--- src/rtl/multicycle_controller.sv ---
// Multi-cycle MIPS control FSM: latches opcode/funct at fetch, then walks
// each instruction through DECODE/EXECUTE/MEMORY/WRITEBACK, stalling on the
// instruction- and data-memory ready handshakes.
//
// state     | meaning
// ----------+-----------------------------------------------------------
// FETCH     | wait for imem_ready, latch IR, PC <= PC+4
// DECODE    | resolve jumps/syscall/NOP, otherwise go to EXECUTE
// EXECUTE   | ALU operation; branches resolve here
// MEMORY    | lw/sw request held until dmem_ready
// WRITEBACK | one-cycle register-file write
// HALT      | syscall executed; left only through reset
module multicycle_controller #(
    parameter logic [2:0] ALU_ADD = 3'd0,
    parameter logic [2:0] ALU_SUB = 3'd1,
    parameter logic [2:0] ALU_SLT = 3'd3
) (
    input  logic        clk,
    input  logic        rst_n,
    input  logic [31:0] instruction,
    input  logic        imem_ready,
    input  logic        dmem_ready,
    input  logic        alu_zero,
    output logic        ir_load,
    output logic        pc_wr_en,
    output logic [1:0]  pc_src,
    output logic [1:0]  reg_dst,
    output logic        reg_wr_en,
    output logic        ext_sel,
    output logic        alu_src_b,
    output logic [2:0]  alu_command,
    output logic        mem_rd_en,
    output logic        mem_wr_en,
    output logic [1:0]  mem_out_src,
    output logic        halted,
    output logic [2:0]  state
);

    typedef enum logic [2:0] {
        S_FETCH     = 3'd0,
        S_DECODE    = 3'd1,
        S_EXECUTE   = 3'd2,
        S_MEMORY    = 3'd3,
        S_WRITEBACK = 3'd4,
        S_HALT      = 3'd5
    } state_t;

    localparam logic [5:0] OP_RTYPE = 6'd0;
    localparam logic [5:0] OP_J     = 6'd2;
    localparam logic [5:0] OP_JAL   = 6'd3;
    localparam logic [5:0] OP_BEQ   = 6'd4;
    localparam logic [5:0] OP_BNE   = 6'd5;
    localparam logic [5:0] OP_ADDI  = 6'd8;
    localparam logic [5:0] OP_ADDIU = 6'd9;
    localparam logic [5:0] OP_SLTI  = 6'd10;
    localparam logic [5:0] OP_LW    = 6'd35;
    localparam logic [5:0] OP_SW    = 6'd43;
    localparam logic [5:0] FN_JR    = 6'd8;
    localparam logic [5:0] FN_SYS   = 6'd12;
    localparam logic [5:0] FN_ADD   = 6'd32;

    state_t     cur;
    logic [5:0] opcode;
    logic [5:0] funct;

    // Only opcode and funct drive control; the remaining fields feed the datapath.
    logic unused_instr_bits;
    assign unused_instr_bits = ^instruction[25:6];

    logic is_r, is_syscall, is_jr, is_add, is_j, is_jal;
    logic is_addi, is_addiu, is_slti, is_beq, is_bne, is_lw, is_sw;
    logic is_branch, is_imm, to_exec;

    assign is_r       = (opcode == OP_RTYPE);
    assign is_syscall = is_r && (funct == FN_SYS);
    assign is_jr      = is_r && (funct == FN_JR);
    assign is_add     = is_r && (funct == FN_ADD);
    assign is_j       = (opcode == OP_J);
    assign is_jal     = (opcode == OP_JAL);
    assign is_addi    = (opcode == OP_ADDI);
    assign is_addiu   = (opcode == OP_ADDIU);
    assign is_slti    = (opcode == OP_SLTI);
    assign is_beq     = (opcode == OP_BEQ);
    assign is_bne     = (opcode == OP_BNE);
    assign is_lw      = (opcode == OP_LW);
    assign is_sw      = (opcode == OP_SW);
    assign is_branch  = is_beq || is_bne;
    assign is_imm     = is_addi || is_addiu || is_slti;
    assign to_exec    = is_add || is_imm || is_branch || is_lw || is_sw;

    assign state = cur;

    // State sequencing and opcode/funct capture at fetch.
    always_ff @(posedge clk or negedge rst_n) begin
        if (!rst_n) begin
            cur    <= S_FETCH;
            opcode <= 6'd0;
            funct  <= 6'd0;
        end else begin
            case (cur)
                S_FETCH: if (imem_ready) begin
                    opcode <= instruction[31:26];
                    funct  <= instruction[5:0];
                    cur    <= S_DECODE;
                end
                S_DECODE: begin
                    if (is_syscall)   cur <= S_HALT;
                    else if (to_exec) cur <= S_EXECUTE;
                    else              cur <= S_FETCH;
                end
                S_EXECUTE: begin
                    if (is_branch)          cur <= S_FETCH;
                    else if (is_lw || is_sw) cur <= S_MEMORY;
                    else                    cur <= S_WRITEBACK;
                end
                S_MEMORY: if (dmem_ready) cur <= is_lw ? S_WRITEBACK : S_FETCH;
                S_WRITEBACK: cur <= S_FETCH;
                S_HALT:      cur <= S_HALT;
                default:     cur <= S_FETCH;
            endcase
        end
    end

    // Control outputs decoded from the current state and latched fields.
    always_comb begin
        ir_load     = 1'b0;
        pc_wr_en    = 1'b0;
        pc_src      = 2'd0;
        reg_dst     = 2'd0;
        reg_wr_en   = 1'b0;
        ext_sel     = 1'b0;
        alu_src_b   = 1'b0;
        alu_command = ALU_ADD;
        mem_rd_en   = 1'b0;
        mem_wr_en   = 1'b0;
        mem_out_src = 2'd0;
        halted      = 1'b0;
        case (cur)
            S_FETCH: if (imem_ready) begin
                ir_load  = 1'b1;
                pc_wr_en = 1'b1;
            end
            S_DECODE: begin
                if (is_j || is_jal) begin
                    pc_wr_en = 1'b1;
                    pc_src   = 2'd2;
                end
                if (is_jal) begin
                    reg_wr_en   = 1'b1;
                    reg_dst     = 2'd2;
                    mem_out_src = 2'd2;
                end
                if (is_jr) begin
                    pc_wr_en = 1'b1;
                    pc_src   = 2'd1;
                end
            end
            S_EXECUTE, S_MEMORY: begin
                alu_src_b = is_imm || is_lw || is_sw;
                ext_sel   = is_addiu;
                if (is_slti)   alu_command = ALU_SLT;
                if (is_branch) begin
                    alu_command = ALU_SUB;
                    pc_src      = 2'd3;
                    pc_wr_en    = is_beq ? alu_zero : !alu_zero;
                end
                if (cur == S_MEMORY) begin
                    mem_rd_en = is_lw;
                    mem_wr_en = is_sw;
                end
            end
            S_WRITEBACK: begin
                reg_wr_en = 1'b1;
                if (is_lw) begin
                    reg_dst     = 2'd1;
                    mem_out_src = 2'd1;
                end else if (is_imm) begin
                    reg_dst   = 2'd1;
                    alu_src_b = 1'b1;
                    ext_sel   = is_addiu;
                    if (is_slti) alu_command = ALU_SLT;
                end
            end
            S_HALT:  halted = 1'b1;
            default: ;
        endcase
    end

endmodule

--- config.mk ---
export PLATFORM = sky130hd
export DESIGN_NAME = multicycle_controller
export DESIGN_NICKNAME = d
export VERILOG_FILES = /design/src/rtl/multicycle_controller.sv
export SDC_FILE = /design/constraint.sdc
export NUM_CORES = 1
export LEC_CHECK = 0
export ABC_AREA = 1
export BUFFER_PORTS_ARGS = -buffer_cell sky130_fd_sc_hd__buf_2
export CORE_ASPECT_RATIO = 1.5
export CORE_MARGIN = 2
export CORE_UTILIZATION = 25
export DETAILED_ROUTE_END_ITERATION = 10
export GPL_ROUTABILITY_DRIVEN = 0
export GPL_TIMING_DRIVEN = 0
export PLACE_DENSITY = 0.58
export SYNTH_ARGS = -nofsm -noshare
export SYNTH_HDL_FRONTEND = slang
export SYNTH_SLANG_ARGS = --single-unit
--- constraint.sdc ---
create_clock -name clk -period 1.1 [get_ports clk]
set_input_delay 0.11 -clock clk [delete_from_list [all_inputs] [get_ports clk]]
set_output_delay 0.11 -clock clk [all_outputs]
set_load 0.01 [all_outputs]
Yosys cells after proc, flatten, opt, wreduce, memory -nomap -nowiden:

Index checks and enable logic that the tools add are counted.
Widths: inputs -> output; s select.

* order comparisons: 0
* div/mod/pow operators: 0
* equal/unequal tests: 19
* mux-type cells: 43
* multipliers: 0
* reduce and logical (&&, ||, !) cells: 20
* shifts and indexed selects: 0
* add/sub/neg operators: 0
* bitwise gates (word level): 0

Operators by type and width (count)
* $eq 6x4->1 const B: 5
* $mux 3: 9
* $mux 1: 19
* $eq 6x6->1 const B: 3
* $pmux 3 s5: 1
* $eq 6x2->1 const B: 2
* $eq 6x3->1 const B: 2
* $mux 2: 6
* $pmux 2 s2: 3
* $logic_or 1x1->1: 11
* $eq 3x2->1 const B: 2
* $eq 3x3->1 const B: 2
* $logic_not 6->1: 1
* $pmux 1 s2: 3
* $pmux 3 s2: 1
* $ne 2x2->1 const B: 2
* $reduce_and 2->1: 2
* $eq 3x1->1 const B: 1
* $logic_and 1x1->1: 3
* $logic_not 3->1: 1
* $pmux 1 s3: 1
* $reduce_or 2->1: 1
* $logic_not 1->1: 1

* memory bits (writable): 0
* memories kept: 0
* word-level logic and storage cells: 85
* latch bits: 0
* flip-flop bits (word level): 15
* ROM bits: 0
* bits of input ports: 37

Longest topological paths before layout:

* depth in word-level cells: 10
* mapped depth: 9
* gate-level depth less buffers: 9

Least setup slack after synthesis:

Ideal clock, no wire load.

* path type: reg-to-output
* start: register cur[1] (netlist: state[1])
* end: output reg_dst[1]
* path buffers: 1
* data required time: 990 ps
* path slack: -295 ps
* cell stages (with the launch flop): 7
* arrival: 1285 ps
* cell sequence: dfrtp_1 inv_1 nand2_1 nor2_1 nand2_1 nor2_1 buf_4

* longest elaborated chain between the ends: 2
* elaborated cells on any way between the ends: 3
* classes of those cells: eq/ne: 2; mux: 1

Ends and longest elaborated chain
* start: declaration: RTL line 62 `state_t cur;`
* start signal: assignment: RTL line 116 `S_MEMORY: if (dmem_ready) cur <= is_lw ? S_WRITEBACK : S_FETCH;`
* $eq 3x3->1 / $eq 3x1->1 (equally long branches): RTL line 138 `case (cur)`
* $pmux 2 s2 *: RTL line 138
* end: declaration: RTL line 27 `output logic [1:0] reg_dst,`

Mark *: on every way between the ends. The rest lies on a longest branch, timed or not.

Worst setup path after layout:

* start: register opcode[4]
* end: output reg_dst[0]

* longest elaborated chain between the ends: 6
* elaborated cells on any way between the ends: 9
* classes of those cells: eq/ne: 4; mux: 3; reduce/logical: 2

Ends and longest elaborated chain
* start: declaration: RTL line 63 `logic [5:0] opcode;`
* start signal: assignment: RTL line 102 `opcode <= instruction[31:26];`
* $eq 6x4->1, on equally long branches: RTL line 80, 81
* $logic_or 1x1->1 (2 in a row): RTL line 88 `assign is_imm = is_addi || is_addiu || is_slti;`
* $mux 1: RTL line 177 `end else if (is_imm) begin`
* $mux 1 *: RTL line 174 `if (is_lw) begin`
* $pmux 2 s2 *: RTL line 138

Marks and branches as above.

==> impl_results.md <==
* Cell Pwr Density at 2780 mW/mm^2
* Internal power at 2.79 mW
* CTS max path bufs at 2
* # diodes at 0
* Max FO, Critical Path at 4
* Final ANT Viol Nets at 0
* Net count after synthesis at 182
* Post-synth top area share at 0.369
* Max-slew violations at 0
* Sink Count at 15
* Largest delay share family, worst path: flip-flops
* Synthesized cell area at 0.00102 sq mm
* DRT iter0 DRCs at 32
* Layout cells sized above 1 at 0.667
* Die ar. at 0.00461 sq mm
* Via/cell ratio at 4.58
* Critical path arrival at 1.51 ns
* Endpoints failing hold at 0
* Min-delay worst type: in2reg
* Warnings, synthesis at 0
* Router iterations before antenna repair at 4
* Yosys reg bits at 15
* Total wire length at 3180 microns
* Fmax at 616 MHz
* P&R area growth vs syn at 85.4%
* Row cnt at 28
* Area contributors post-synth: dfrtp_1, nand2_1, nor2_1, inv_1, nand3_1
* Failing checks: negative setup slack
* First-pass GRT wire length at 4970 microns
* Clock power share at 0.088
* DR WL/cell at 12.2 microns
* H-tree lvl count at 1
* Worst Setup Start Kind: register
* Net Sw Frac at 0.469
* Post-Synthesis Cells at 145
* Final setup vio count at 31
* Die width at 56.1 microns
* Predominant post-synthesis flop cell: dfrtp_1
* Fin worst setup slack at -0.524 ns
* CTS tree: built
* Flop pwr share at 0.226
* Avg Cell Area, Syn at 7.02 sq um
* Final cell count without fillers at 261
* Clock-pin slew on the worst setup and hold paths at 0.07 ns
* Chip height at 82.1 microns
* Final Cycle Share at 1.48
* Largest net degree at the start of global routing at 16
* Final Power at 5.24 mW
* Design area at 0.00189 sq mm
* Setup TNS at -9.29 ns
* Crit Path Class: reg2out
* Fill cells at 383
* Leakage at 0.916 nW
* Bufs and invs on worst path at 2
* WHS at 0.0499 ns
* Worst path max stage delay at 0.45 ns
* Post-DP HPWL at 2040 microns
* Synth area leader: dfrtp_1
* Initial antenna violation count at 0
* Register area share after synthesis at 0.369
* Root Buffer: clkbuf_8
* Gr ovfl total at 0
* Max Clock Skew at 0.00766 ns
* Num CTS Buffers at 3
* Area occupied by multi-input gates at 763 sq um
* WP data required at 0.99 ns
* Reg area at 383 sq um
* Overall Global Routing Usage at 0.134
* Reg2reg path depth at 9
* Gate power share at 0.686
* Buffers on Ports at 35
* Pre-CTS setup slack at -0.288 ns
* Slowest-stage cell, CP: dfrtp_2
* Clk_lat worst skew at 0.25 ns
* Fin nets at 254
* Status: complete, but fails checks
* Post-layout util at 0.481
* Post-synthesis cell type count at 25
* DRC violations left at 0
* Critical Path, Cell by Cell: nor2_4 > buf_6 > o211ai_1 > a21oi_1 > buf_2
* Via count at 1195
* Worst Hold Depth at 3
* Final min period at 1.62 ns
* VDD IR max at 1.32 mV
* Ys async rst share at 1.00
* P_sw at 2.46 mW
* Number of I/O pins at 57
* CP Capture Type: primary output
* Vias in the first global route at 1172
* Instance count on the critical path at 5
* Core area at 0.00392 sq mm
* RSZ-0062 raised after global routing: true
* Max-cap viol count at 0
* DP Cell Count at 225
* Initial Util at 0.259
* Number of synthesized flops with an enable pin at 0
* Cell Area, Placed at 0.00130 sq mm
## cell type report
class | count | share of cell area
multi-input cells | 110 | 0.405
inverters | 17 | 0.0445
flip-flops and latches | 15 | 0.203
clock inverters | 1 | 0.00398
well taps | 45 | 0.0299
clock buffers | 3 | 0.0219
repair buffers | 67 | 0.274
plain buffers | 3 | 0.0179
## final timing paths
| kind | start | slack [ns] | endpoint |
|---|---|---|---|
| min | instruction[1] | 0.05 | funct[1] |
| min in group asynchronous | rst_n | 0.29 | opcode[3] |
| max reg2reg | state[2] | -0.31 | state[0] |
| max in group asynchronous | rst_n | 0.53 | opcode[4] |
| min reg2reg | funct[1] | 0.49 | funct[1] |
| max | opcode[4] | -0.52 | reg_dst[0] |
## cell families (layout without fill, tap and decap cells)
logic type / after synthesis / in the layout / share of synthesized area
buf+inv: 20 / 91 / 0.0935
simple gates: 93 / 93 / 0.438
xor+xnor: 1 / 1 / 0.00861
flops: 15 / 15 / 0.369
other cells: 1 / 1 / 0.00369
compound gates: 15 / 15 / 0.0873
## metal layers
metal  global-route usage  vias to the layer above  routed length, microns
li1                     -                      600                       -
met1                0.138                      560                    1210
met2                0.273                       31                    1820
met3               0.0187                        4                     108
met4               0.0429                        0                      40
met5                    0                        -                       0
## power groups by stage
stage	Combinational, mW	Sequential [mW]	Clock [mW]
3_3_place_gp	1.93	1.14	0
4_1_cts	3.11	1.15	0.479
3_5_place_dp	1.94	1.15	0
6_report	3.60	1.18	0.463
2_1_floorplan	1.48	1.13	0
5_1_grt	3.88	1.22	0.503
## cell usage after synthesis, types with 2 or more instances
cell	n
a21oi_1	5
buf_4	2
dfrtp_1	15
inv_1	11
inv_2	5
nand2_1	48
nand3_1	7
nand3_2	2
nand4_1	4
nor2_1	19
nor2_2	3
nor2_4	3
nor3_1	2
o21ai_0	6
o21ai_2	3
## sequential cells by signal, indices dropped and copies added (netlist names)
register and cells:
state 3, opcode 6, funct 6
## layout by cell type, fill, tap and decap left out, drive strengths merged
cell | Yosys | layout
buf | 3 | 69
nand2 | 50 | 50
nor2 | 25 | 25
inv | 17 | 17
dfrtp | 15 | 15
nand3 | 10 | 10
o21ai | 9 | 9
a21oi | 5 | 5
nand4 | 4 | 4
clkbuf | 0 | 3
nor3 | 3 | 3
o211ai | 1 | 1
xor2 | 1 | 1
or2 | 1 | 1
conb | 1 | 1
clkinvlp | 0 | 1
dlygate4sd3 | 0 | 1
## worst min-delay path, cell delays in order
cell	delay, ns
buf_2	0.08
nand2_2	0.04
nand2_1	0.04
## timing repair
action,4_1_cts,5_1_grt
buffers inserted,22,11
gates cloned,2,0
setup endpoints to repair,31,33
endpoints found under the hold margin,15,0
resized for setup,45,46
pin swaps,16,16
hold buffers,1,0
Note: power is estimated with default switching activity, not from simulation.
